[config.mk]
export PLATFORM = sky130hd
export DESIGN_NAME = instr_fetch_issue
export DESIGN_NICKNAME = d
export VERILOG_FILES = /design/src/rtl/cpu_pkg.sv /design/src/rtl/next_pc_sel.sv /design/src/rtl/instr_fetch_issue.sv
export SDC_FILE = /design/constraint.sdc
export NUM_CORES = 1
export LEC_CHECK = 0
export CORE_UTILIZATION = 35
export DETAILED_ROUTE_END_ITERATION = 16
export PLACE_DENSITY = 0.73
export SETUP_SLACK_MARGIN = 0.15
export SLEW_MARGIN = 20
export SYNTH_ARGS = -nofsm -noshare
export SYNTH_HDL_FRONTEND = slang
export SYNTH_SLANG_ARGS = --single-unit
[constraint.sdc]
create_clock -name clk -period 5.2 [get_ports clk]
set_input_delay 1.04 -clock clk [delete_from_list [all_inputs] [get_ports clk]]
set_output_delay 1.04 -clock clk [all_outputs]
set_load 0.01 [all_outputs]
[src/rtl/cpu_pkg.sv]
// Shared definitions for the processor front end: opcodes, fetch states and
// instruction field positions.
package cpu_pkg;

    localparam int unsigned INSTR_W = 32;
    localparam int unsigned OPC_W   = 8;

    localparam int unsigned OPC_HI = 31;
    localparam int unsigned OPC_LO = 24;
    localparam int unsigned IMM_HI = 15;
    localparam int unsigned IMM_LO = 0;

    localparam logic [OPC_W-1:0] OP_RTYPE = 8'h29;
    localparam logic [OPC_W-1:0] OP_LW    = 8'h2A;
    localparam logic [OPC_W-1:0] OP_SW    = 8'h2B;
    localparam logic [OPC_W-1:0] OP_BEQ   = 8'h2C;
    localparam logic [OPC_W-1:0] OP_BNE   = 8'h2D;
    localparam logic [OPC_W-1:0] OP_ADDI  = 8'h2E;
    localparam logic [OPC_W-1:0] OP_J     = 8'h2F;
    localparam logic [OPC_W-1:0] OP_JALFOR = 8'h30;

    typedef enum logic [1:0] {
        S_IDLE  = 2'd0,
        S_FETCH = 2'd1,
        S_ISSUE = 2'd2,
        S_HALT  = 2'd3
    } fetch_state_t;

    // Defined opcodes form one contiguous range
    function automatic logic is_legal_op(input logic [OPC_W-1:0] op);
        return (op >= OP_RTYPE) && (op <= OP_JALFOR);
    endfunction

endpackage

[src/rtl/next_pc_sel.sv]
// Next-PC selection: jump target, taken beq/bne relative target, or pc+1.
module next_pc_sel
    import cpu_pkg::*;
#(
    parameter int unsigned ADDR_W = 8
) (
    input  logic [ADDR_W-1:0]  pc,
    input  logic [INSTR_W-1:0] ir,
    input  logic               jump,
    input  logic               branch,
    input  logic               alu_zero,
    output logic [ADDR_W-1:0]  next_pc
);

    logic [ADDR_W-1:0] seq_pc;
    logic [31:0]       imm_sext;
    logic              taken;
    logic              unused_ir_bits;

    assign seq_pc   = pc + ADDR_W'(1);
    assign imm_sext = {{16{ir[IMM_HI]}}, ir[IMM_HI:IMM_LO]};
    // Opcode bit 0 separates bne (1) from beq (0)
    assign taken    = branch & (ir[OPC_LO] ? ~alu_zero : alu_zero);
    assign unused_ir_bits = ^ir;

    always_comb begin
        next_pc = seq_pc;
        if (jump) begin
            next_pc = ir[ADDR_W-1:0];
        end else if (taken) begin
            next_pc = seq_pc + ADDR_W'(imm_sext);
        end
    end

endmodule

[src/rtl/instr_fetch_issue.sv]
// Processor front end: PC, instruction fetch over a ready handshake, single
// instruction issue, next-PC selection and jalfor link generation.
module instr_fetch_issue
    import cpu_pkg::*;
#(
    parameter int unsigned      ADDR_W   = 8,
    parameter logic [ADDR_W-1:0] RESET_PC = '0
) (
    input  logic               clk,
    input  logic               reset,
    input  logic               run,
    output logic               imem_req,
    output logic [ADDR_W-1:0]  imem_addr,
    input  logic               imem_ready,
    input  logic [INSTR_W-1:0] imem_rdata,
    output logic [OPC_W-1:0]   opcode,
    output logic [INSTR_W-1:0] instr,
    output logic               instr_valid,
    input  logic               instr_ack,
    input  logic               branch,
    input  logic               jump,
    input  logic               jalfor,
    input  logic               alu_zero,
    output logic               link_valid,
    output logic [ADDR_W-1:0]  link_addr,
    output logic [ADDR_W-1:0]  pc,
    output logic               illegal
);

    fetch_state_t       state, state_next;
    logic [INSTR_W-1:0] ir;
    logic [ADDR_W-1:0]  next_pc;
    logic               fetch_done;
    logic               halt_now;
    logic               ack_now;

    next_pc_sel #(.ADDR_W(ADDR_W)) u_next_pc_sel (
        .pc       (pc),
        .ir       (ir),
        .jump     (jump),
        .branch   (branch),
        .alu_zero (alu_zero),
        .next_pc  (next_pc)
    );

    // Fetch/issue sequencing
    always_comb begin
        state_next = state;
        fetch_done = 1'b0;
        halt_now   = 1'b0;
        ack_now    = 1'b0;
        case (state)
            S_IDLE: begin
                if (run) state_next = S_FETCH;
            end
            S_FETCH: begin
                if (imem_ready) begin
                    fetch_done = 1'b1;
                    if (!is_legal_op(imem_rdata[OPC_HI:OPC_LO])) begin
                        halt_now   = 1'b1;
                        state_next = S_HALT;
                    end else begin
                        state_next = S_ISSUE;
                    end
                end
            end
            S_ISSUE: begin
                if (instr_ack) begin
                    ack_now    = 1'b1;
                    state_next = S_FETCH;
                end
            end
            S_HALT:  state_next = S_HALT;
            default: state_next = S_IDLE;
        endcase
    end

    always_ff @(posedge clk or posedge reset) begin
        if (reset) state <= S_IDLE;
        else       state <= state_next;
    end

    // Handshake flags are registered from the next state so they line up with it
    always_ff @(posedge clk or posedge reset) begin
        if (reset) begin
            pc          <= RESET_PC;
            ir          <= '0;
            imem_req    <= 1'b0;
            instr_valid <= 1'b0;
            link_valid  <= 1'b0;
            link_addr   <= '0;
            illegal     <= 1'b0;
        end else begin
            imem_req    <= (state_next == S_FETCH);
            instr_valid <= (state_next == S_ISSUE);
            link_valid  <= ack_now & jalfor;
            if (fetch_done) ir <= imem_rdata;
            if (halt_now) illegal <= 1'b1;
            if (ack_now) pc <= next_pc;
            if (ack_now && jalfor) link_addr <= pc + ADDR_W'(1);
        end
    end

    assign imem_addr = pc;
    assign opcode    = ir[OPC_HI:OPC_LO];
    assign instr     = ir;

endmodule

==> impl_metrics.env, run 1 <==
export IMPL_crit_chain="ha_1 > nand3_1 > xor2_1 > inv_1 > ha_1 > inv_1 > o31ai_1 > a31oi_1 > xnor2_1 > o41ai_2"
export IMPL_crit_type="reg2reg"
export IMPL_clockBufferDepth=2
export IMPL_power_density_nw_per_um2=291
export IMPL_peakVddDrop_v=0.000143
export IMPL_final_cells=498
export IMPL_synth_distinct_cells=43
export IMPL_root_buffer="clkbuf_8"
export IMPL_reg2reg_slack_ns=2.63
export IMPL_synth_simple_area_share_pct=21.2
export IMPL_crit_path_end_kind="flip-flop"
export IMPL_area_growth_pct=41.5
export IMPL_finalPower_mw=1.15
export IMPL_synthAdderAreaFrac_pct=4.77
export IMPL_worst_hold_path_type="reg2reg"
export IMPL_post_cts_setup_buffers=0
export IMPL_r2r_cells=10
export IMPL_leakage_nw=1.86
export IMPL_synth_top_family_by_area="simple AND/OR/NAND/NOR gates"
export IMPL_first_global_vias=2277
export IMPL_io_buffers=108
export IMPL_fp_dieW_um=91.1
export IMPL_fmax_mhz=389
export IMPL_worst_hold_slack_ns=0.484
export IMPL_cap_viol_max_count=0
export IMPL_critPathTopFamily="compound AO/OA/AOI/OAI gates"
export IMPL_required_ns=5.40
export IMPL_cts_sinks=54
export IMPL_post_dp_hpwl_mm=4.73
export IMPL_syn_inst=304
export IMPL_yosysWarnings=0
export IMPL_syn_num_nets=355
export IMPL_cts_tree="done"
export IMPL_synth_edff_count=0
export IMPL_initial_core_util_pct=36.2
export IMPL_cp_depth=10
export IMPL_ys_seq_elements=54
export IMPL_antenna_found_initial=0
export IMPL_coreArea_um2=7690
export IMPL_clk_latency_ns=0.30
export IMPL_clock_skew_ns=0.0105
export IMPL_routed_wl_mm=6.44
export IMPL_endpoint="imem_addr[7]"
export IMPL_h_tree_depth=2
export IMPL_clk_transition_reported_paths_ns=0.10
export IMPL_p_switching_uw=349
export IMPL_critPathMaxStageDelay_ns=0.47
export IMPL_switching_share_pct=30.5
export IMPL_path_max_fanout=8
export IMPL_drive_gt1_share_pct=5.56
export IMPL_synthTopCellsByCount="110 x nand2_1, 54 x dfrtp_1, 16 x buf_4, 14 x o21ai_0, 10 x inv_1"
export IMPL_ctsResizeCount=0
export IMPL_maxSlewHeadroom_pct=37.5
export IMPL_vias=2373
export IMPL_synth_top_area_share_pct=48.6
export IMPL_tightest_slew_ns=0.932
export IMPL_path_buf_inv=2
export IMPL_antennaDiodeCount=0
export IMPL_yosysTopAreaCell="dfrtp_1"
export IMPL_avgSynthCellArea_um2=9.15
export IMPL_rsz0062_at_grt="no"
export IMPL_synth_xor_area_share_pct=3.96
export IMPL_fp_dieH_um=91.1
export IMPL_drt_pass1_iter_count=4
export IMPL_synth_compound_gate_area_share_pct=10.5
export IMPL_ys_flop_type="dfrtp_1"
export IMPL_grt_pass1_wl_mm=10.9
export IMPL_cts_hold_buffers=0
export IMPL_status="completed"
export IMPL_rows=32
export IMPL_final_util_pct=51.2
export IMPL_gr_usage_all_layers_pct=16.2
export IMPL_post_route_min_period_ns=2.57
export IMPL_finalSetupViolCount=0
export IMPL_start_kind="flip-flop"
export IMPL_yosysMostFrequentCell="nand2_1"
export IMPL_io_pins=109
export IMPL_synth_area_leaders="dfrtp_1 49%, nand2_1 15%, buf_4 4.3%, ha_1 4.1%, o21ai_0 2.5%"
export IMPL_dieArea_um2=8300
export IMPL_period_share_pct=49.4
export IMPL_layout_nets=446
export IMPL_internal_power_uw=797
export IMPL_placedCellCount=490
export IMPL_wl_per_cell_um=12.9
export IMPL_drtAntennaViolNets=0
export IMPL_r2r_end="imem_addr[7]"
export IMPL_cts_buffers_inserted=5
export IMPL_slew_viol_final=0
export IMPL_async_reset_ff_share_pct=100
export IMPL_syn_area_um2=2780
export IMPL_hold_violations=0
export IMPL_place_congestion=0.836
export IMPL_critPathArrivalTime_ns=2.77
export IMPL_grt_overflow_total=0
export IMPL_muxShareOfSynthArea_pct=3.51
export IMPL_drc=0
export IMPL_grt_max_degree=55
export IMPL_combPwrFrac_pct=32.4
export IMPL_clock_power_share_pct=21.8
export IMPL_worst_path_max_delay_cell="dfrtp_1"
export IMPL_via_per_inst=4.77
export IMPL_drtIter0Drc=87
export IMPL_power_frac_seq_pct=45.8
export IMPL_fin_setup_tns_ns=0
export IMPL_r2r_start="imem_addr[0]"
export IMPL_ys_seq_area_share_pct=48.6
export IMPL_crit_start="imem_addr[0]"
==> cell families after synthesis <==
group,after synthesis
and+or+nand+nor,139
DFF,54
AOI/OAI and AO/OA,44
buffers and inverters,37
xor gates and xnor gates,11
adders and majority gates,10
muxes,9
==> area by class of cell <==
class                      count  area (um2)
fill                         750        3750
sequential                    54        1350
multi-input combinational    213        1220
timing repair buffer         110        1100
tap                          102         128
clock buffer                   7        86.3
inverter                      11        41.3
clock inverter                 1        8.76
==> worst min-delay path by stage <==
stage               slack, ns  startpoint  cells past startpoint        end
detailed placement       0.46     illegal                      1    illegal
global route             0.51   instr[19]                      2  instr[19]
CTS                      0.49     illegal                      1    illegal
global placement         0.44     illegal                      1    illegal
finish                   0.48   instr[19]                      2  instr[19]
floorplan                0.49     illegal                      1    illegal
==> power groups by stage <==
stage | sequential (mW) | combinational [mW] | clock [mW]
6_report | 0.525 | 0.371 | 0.249
5_1_grt | 0.536 | 0.407 | 0.276
4_1_cts | 0.527 | 0.376 | 0.262
3_5_place_dp | 0.533 | 0.375 | 0
3_3_place_gp | 0.532 | 0.365 | 0
2_1_floorplan | 0.549 | 0.166 | 0
==> stage by stage <==
step	setup slack [ns]	instance area, um2
floorplan	2.85	2780
global placement	2.40	3840
detailed placement	2.33	3840
CTS	2.62	3930
global route	2.40	3930
finish	2.63	3930
==> routing by layer <==
layer | share of wire [%] | vias to the layer above | track usage, %
li1 | - | 1175 | -
met1 | 45 | 1102 | 21.3
met2 | 46 | 96 | 26.5
met3 | 8.9 | 0 | 5.36
met4 | 0 | 0 | 2.78
met5 | 0 | - | 0
==> cell usage in the layout, fill, tap and decap left out, types with 2 or more instances in the layout <==
master / n
a211oi_1: 4
a21o_1: 4
a21oi_1: 6
a31oi_1: 3
and3_1: 2
and3_4: 2
buf_4: 2
clkbuf_8: 6
clkdlybuf4s50_1: 108
dfrtp_1: 54
ha_1: 9
inv_1: 9
mux2_2: 6
mux2i_1: 3
nand2_1: 110
nand3_1: 5
nand3b_1: 2
nor2_1: 7
nor2b_1: 2
nor3_1: 2
o21ai_0: 14
o22ai_1: 2
o31ai_1: 3
xnor2_1: 5
xor2_1: 5
==> state kept, by name, indices dropped and copies added (netlist names) <==
name	count
illegal	1
imem_addr	8
imem_req	1
instr	32
instr_valid	1
link_addr	8
link_valid	1
state	2
==> worst min-delay path, stage by stage (launching register included) <==
cell and delay [ns]:
dfrtp_1 0.36, nand2_1 0.05, nand2_1 0.05
(Power assumes the default switching activity.)
==> run 2: changes to the inputs <==
- clock period: 5.2 -> 2.55 ns (I/O delays scaled with it)
==> impl_metrics.env, run 2 (synthesis results as in run 1) <==
export IMPL_status="completed"
export IMPL_drtAntennaViolNets=0
export IMPL_routed_wl_mm=6.79
export IMPL_final_common_cell="nand2_1"
export IMPL_fp_dieW_um=91.1
export IMPL_place_congestion=0.891
export IMPL_drtIter0Drc=118
export IMPL_antennaDiodeCount=0
export IMPL_crit_start="imem_addr[0]"
export IMPL_cap_viol_max_count=0
export IMPL_coreArea_um2=7690
export IMPL_clock_skew_ns=0.00520
export IMPL_worst_path_max_delay_cell="dfrtp_1"
export IMPL_first_global_vias=2400
export IMPL_area_growth_pct=47.8
export IMPL_finalSetupViolCount=0
export IMPL_fin_area_um2=4110
export IMPL_peakVddDrop_v=0.000321
export IMPL_hold_violations=0
export IMPL_worst_hold_path_type="reg2reg"
export IMPL_setup_ws_ns=0.256
export IMPL_h_tree_depth=2
export IMPL_post_route_min_period_ns=2.29
export IMPL_layout_nets=453
export IMPL_tightest_slew_ns=0.590
export IMPL_critPathTopFamily="compound AO/OA/AOI/OAI gates"
export IMPL_place_area_um2=3880
export IMPL_rsz0062_at_grt="yes"
export IMPL_worst_hold_slack_ns=0.469
export IMPL_final_cell_mix="110 x nand2_1, 108 x clkdlybuf4s50_1, 51 x dfrtp_1"
export IMPL_r2r_start="imem_addr[0]"
export IMPL_crit_path_end_kind="flip-flop"
export IMPL_crit_chain="buf_4 > nand3_1 > xor2_2 > inv_1 > ha_4 > o21ai_2 > o31ai_4 > a31oi_1 > xnor2_1 > o41ai_2"
export IMPL_hold_start="illegal"
export IMPL_grt_pass1_wl_mm=11.3
export IMPL_clockBufferDepth=2
export IMPL_path_max_fanout=7
export IMPL_antenna_found_initial=0
export IMPL_clk_transition_reported_paths_ns=0.10
export IMPL_start_kind="flip-flop"
export IMPL_rows=32
export IMPL_path_buf_inv=2
export IMPL_drc=0
export IMPL_final_cells=505
export IMPL_crit_type="reg2reg"
export IMPL_slew_viol_final=0
export IMPL_grt_max_degree=34
export IMPL_initial_core_util_pct=36.2
export IMPL_fin_setup_tns_ns=0
export IMPL_critPathMaxStageDelay_ns=0.40
export IMPL_vias=2447
export IMPL_post_dp_hpwl_mm=5.03
export IMPL_cts_buffers_inserted=5
export IMPL_cts_tree="done"
export IMPL_drive_gt1_share_pct=11.4
export IMPL_wl_per_cell_um=13.4
export IMPL_fmax_mhz=436
export IMPL_via_per_inst=4.85
export IMPL_cts_sinks=54
export IMPL_maxSlewHeadroom_pct=60.5
export IMPL_leakage_nw=1.90
export IMPL_io_buffers=108
export IMPL_gr_usage_all_layers_pct=16.9
export IMPL_grt_overflow_total=0
export IMPL_critPathArrivalTime_ns=2.50
export IMPL_io_pins=109
export IMPL_period_share_pct=89.9
export IMPL_fp_dieH_um=91.1
export IMPL_placedCellCount=495
export IMPL_clk_latency_ns=0.31
export IMPL_required_ns=2.76
export IMPL_pre_cts_slack_ns=0.0250
export IMPL_power_density_nw_per_um2=603
export IMPL_root_buffer="clkbuf_8"
export IMPL_reg2reg_slack_ns=0.26
export IMPL_dieArea_um2=8300
export IMPL_drt_pass1_iter_count=4
export IMPL_largest_register_ffs=32
[run 2: cell types whose count changed in the layout (fill, tap and decap cells not counted), moves of 3 or more]
| cell | previous run | this run |
|---|---|---|
| buf_4 | 2 | 9 |
| ha_1 | 9 | 5 |
| xor2_1 | 5 | 2 |
| ha_4 | 0 | 3 |
| dfrtp_1 | 54 | 51 |
| dfrtp_2 | 0 | 3 |
| xor2_2 | 0 | 3 |
[run 2: layer usage]
metal / vias to the layer above / GRT usage (%) / wire, um
met5: - / 0 / 0
met1: 1154 / 21.7 / 3050
met3: 14 / 4.77 / 495
li1: 1182 / - / -
met4: 0 / 5.95 / 168
met2: 97 / 27.3 / 3070
[run 2: layout make-up]
| class | instances | area, um2 |
|---|---|---|
| clock buffer | 5 | 68.8 |
| clock inverter | 3 | 40.0 |
| fill | 726 | 3580 |
| inverter | 11 | 41.3 |
| multi-input combinational | 213 | 1330 |
| sequential | 54 | 1360 |
| tap | 102 | 128 |
| timing repair buffer | 117 | 1150 |
[run 2: final timing paths]
path,end,cells past startpoint
max in group asynchronous,imem_addr[1],3
min,illegal,1
max,imem_addr[7],10
max reg2reg,imem_addr[7],10
min in group asynchronous,instr[23],2
min reg2reg,illegal,1
[run 2: report_power, final]
group | leakage (nW) | internal [mW] | switching [mW]
clock network | 0.0579 | 0.290 | 0.281
registers | 0.689 | 0.967 | 0.108
logic | 1.16 | 0.471 | 0.359
total | 1.90 | 1.73 | 0.748
[run 2: timing repair]
action                     in CTS  in global routing
setup endpoints to repair       2                  4
setup buffers                   0                  2
hold buffers                    0                  0
pin swaps                       0                  1
gates resized for setup         5                 16
[run 2: metrics by stage]
step	utilization, %	total power [mW]
2_1_floorplan	-	1.46
3_3_place_gp	50.4	1.84
3_5_place_dp	50.4	1.86
4_1_cts	52.1	2.45
5_1_grt	53.5	2.63
6_report	53.5	2.48
==> run 3: changes to the inputs <==
- CORE_UTILIZATION: 35 -> 44
- CTS_CLUSTER_SIZE: default -> 40
- PLACE_DENSITY: 0.73 -> 0.87
- SLEW_MARGIN: 20 -> default
==> impl_metrics.env, run 3 (synthesis results as in run 1) <==
export IMPL_clockBufferDepth=2
export IMPL_cap_viol_max_count=0
export IMPL_drt_pass1_iter_count=4
export IMPL_r2r_cells=10
export IMPL_rsz0062_at_grt="yes"
export IMPL_period_share_pct=92.0
export IMPL_final_cells=478
export IMPL_reg2reg_slack_ns=0.21
export IMPL_met3_usage_pct=4.89
export IMPL_min_path_cells=1
export IMPL_fmax_mhz=426
export IMPL_critPathMaxStageDelay_ns=0.43
export IMPL_critPathArrivalTime_ns=2.56
export IMPL_rows=28
export IMPL_initial_core_util_pct=46.4
export IMPL_critPathTopFamily="compound AO/OA/AOI/OAI gates"
export IMPL_fp_dieH_um=81.5
export IMPL_wl_per_cell_um=14.7
export IMPL_h_tree_depth=2
export IMPL_worst_path_max_delay_cell="dfrtp_2"
export IMPL_path_buf_inv=2
export IMPL_fin_setup_tns_ns=0
export IMPL_finalSetupViolCount=0
export IMPL_crit_path_end_kind="flip-flop"
export IMPL_leakage_nw=1.89
export IMPL_vias=2479
export IMPL_status="completed"
export IMPL_hold_end="illegal"
export IMPL_hold_start="illegal"
export IMPL_drive_gt1_share_pct=9.93
export IMPL_antenna_found_initial=0
export IMPL_worst_hold_slack_ns=0.466
export IMPL_grtUsageMet2_pct=37.8
export IMPL_slew_viol_final=0
export IMPL_cts_sinks=54
export IMPL_clk_transition_reported_paths_ns=0.10
export IMPL_cts_hold_buffers=0
export IMPL_r2r_end="imem_addr[7]"
export IMPL_maxSlewHeadroom_pct=56.1
export IMPL_crit_type="reg2reg"
export IMPL_layout_nets=453
export IMPL_path_max_fanout=4
export IMPL_area_growth_pct=44.8
export IMPL_clock_skew_ns=0.00836
export IMPL_power_density_nw_per_um2=595
export IMPL_cts_buffers_inserted=5
export IMPL_cts_tree="done"
export IMPL_required_ns=2.76
export IMPL_via_per_inst=5.19
export IMPL_tightest_slew_ns=0.657
export IMPL_antennaDiodeCount=0
export IMPL_drtAntennaViolNets=0
export IMPL_grt_pass1_wl_mm=11.3
export IMPL_final_cell_mix="110 x nand2_1, 108 x clkdlybuf4s50_1, 53 x dfrtp_1"
export IMPL_fp_dieW_um=81.5
export IMPL_io_pins=109
export IMPL_r2r_start="imem_addr[1]"
export IMPL_gr_usage_all_layers_pct=22.5
export IMPL_peakVddDrop_v=0.000323
export IMPL_clk_latency_ns=0.31
export IMPL_post_route_min_period_ns=2.34
export IMPL_drc=0
export IMPL_drtIter0Drc=251
export IMPL_place_congestion=0.960
export IMPL_grt_overflow_total=0
export IMPL_finalPower_mw=2.39
export IMPL_crit_chain="ha_2 > nand3_1 > xor2_2 > inv_1 > ha_4 > inv_1 > o31ai_4 > a31oi_1 > xnor2_1 > o41ai_2"
export IMPL_dieArea_um2=6640
export IMPL_top_usage_layer="met2"
export IMPL_routed_wl_mm=7.05
export IMPL_cp_common_cell="inv_1"
export IMPL_start_kind="flip-flop"
export IMPL_root_buffer="clkbuf_8"
export IMPL_largest_register_ffs=32
export IMPL_first_global_vias=2414
export IMPL_hold_violations=0
export IMPL_io_buffers=108
export IMPL_placedCellCount=468
export IMPL_coreArea_um2=5990
export IMPL_final_common_cell="nand2_1"
export IMPL_grt_max_degree=35
export IMPL_grt_met1_usage_pct=28.1
export IMPL_post_dp_hpwl_mm=5.07
export IMPL_worst_hold_path_type="reg2reg"
## run 3: worst max-delay path by stage
| stage | start | to | depth (start not counted) |
|---|---|---|---|
| 6_report | imem_addr[1] | imem_addr[7] | 10 |
| 5_1_grt | imem_addr[0] | imem_addr[7] | 10 |
| 4_1_cts | imem_addr[1] | imem_addr[7] | 10 |
| 3_5_place_dp | imem_addr[1] | imem_addr[7] | 10 |
| 3_3_place_gp | imem_addr[1] | imem_addr[7] | 10 |
| 2_1_floorplan | imem_addr[0] | imem_addr[7] | 10 |
## run 3: timing repair
item | in CTS | in global routing
hold endpoints to repair | 0 | 0
resized for setup | 6 | 7
endpoints found under the setup margin | 2 | 4
setup buffers | 0 | 2
## run 3: metal layers
| metal | wire length, um | vias to the layer above |
|---|---|---|
| li1 | - | 1183 |
| met1 | 2970 | 1172 |
| met2 | 3480 | 110 |
| met3 | 471 | 14 |
| met4 | 132 | 0 |
| met5 | 0 | - |
## run 3: final cells by class
class / instances / area, um2
Fill cell: 482 / 1970
Inverter: 11 / 41.3
Clock inverter: 3 / 25.0
Sequential cell: 54 / 1350
Timing Repair Buffer: 117 / 1160
Tap cell: 75 / 93.8
Multi-Input combinational cell: 213 / 1280
Clock buffer: 5 / 68.8
## run 3: where the power goes
part           internal, mW  total, mW  leakage [nW]  switching (mW)
logic                 0.457      0.826          1.16           0.368
clock network         0.199      0.499        0.0447           0.301
registers             0.967       1.07         0.692           0.103
total                  1.62       2.39          1.89           0.771
## run 3: per-stage QoR
step                instance area, um2  setup slack (ns)  util [%]
finish                            4030             0.205      67.2
global route                      4030             0.119      67.2
CTS                               3970             0.148      66.3
detailed placement                3850            0.0210      64.3
global placement                  3850             0.209      64.3
floorplan                         2780             0.291         -
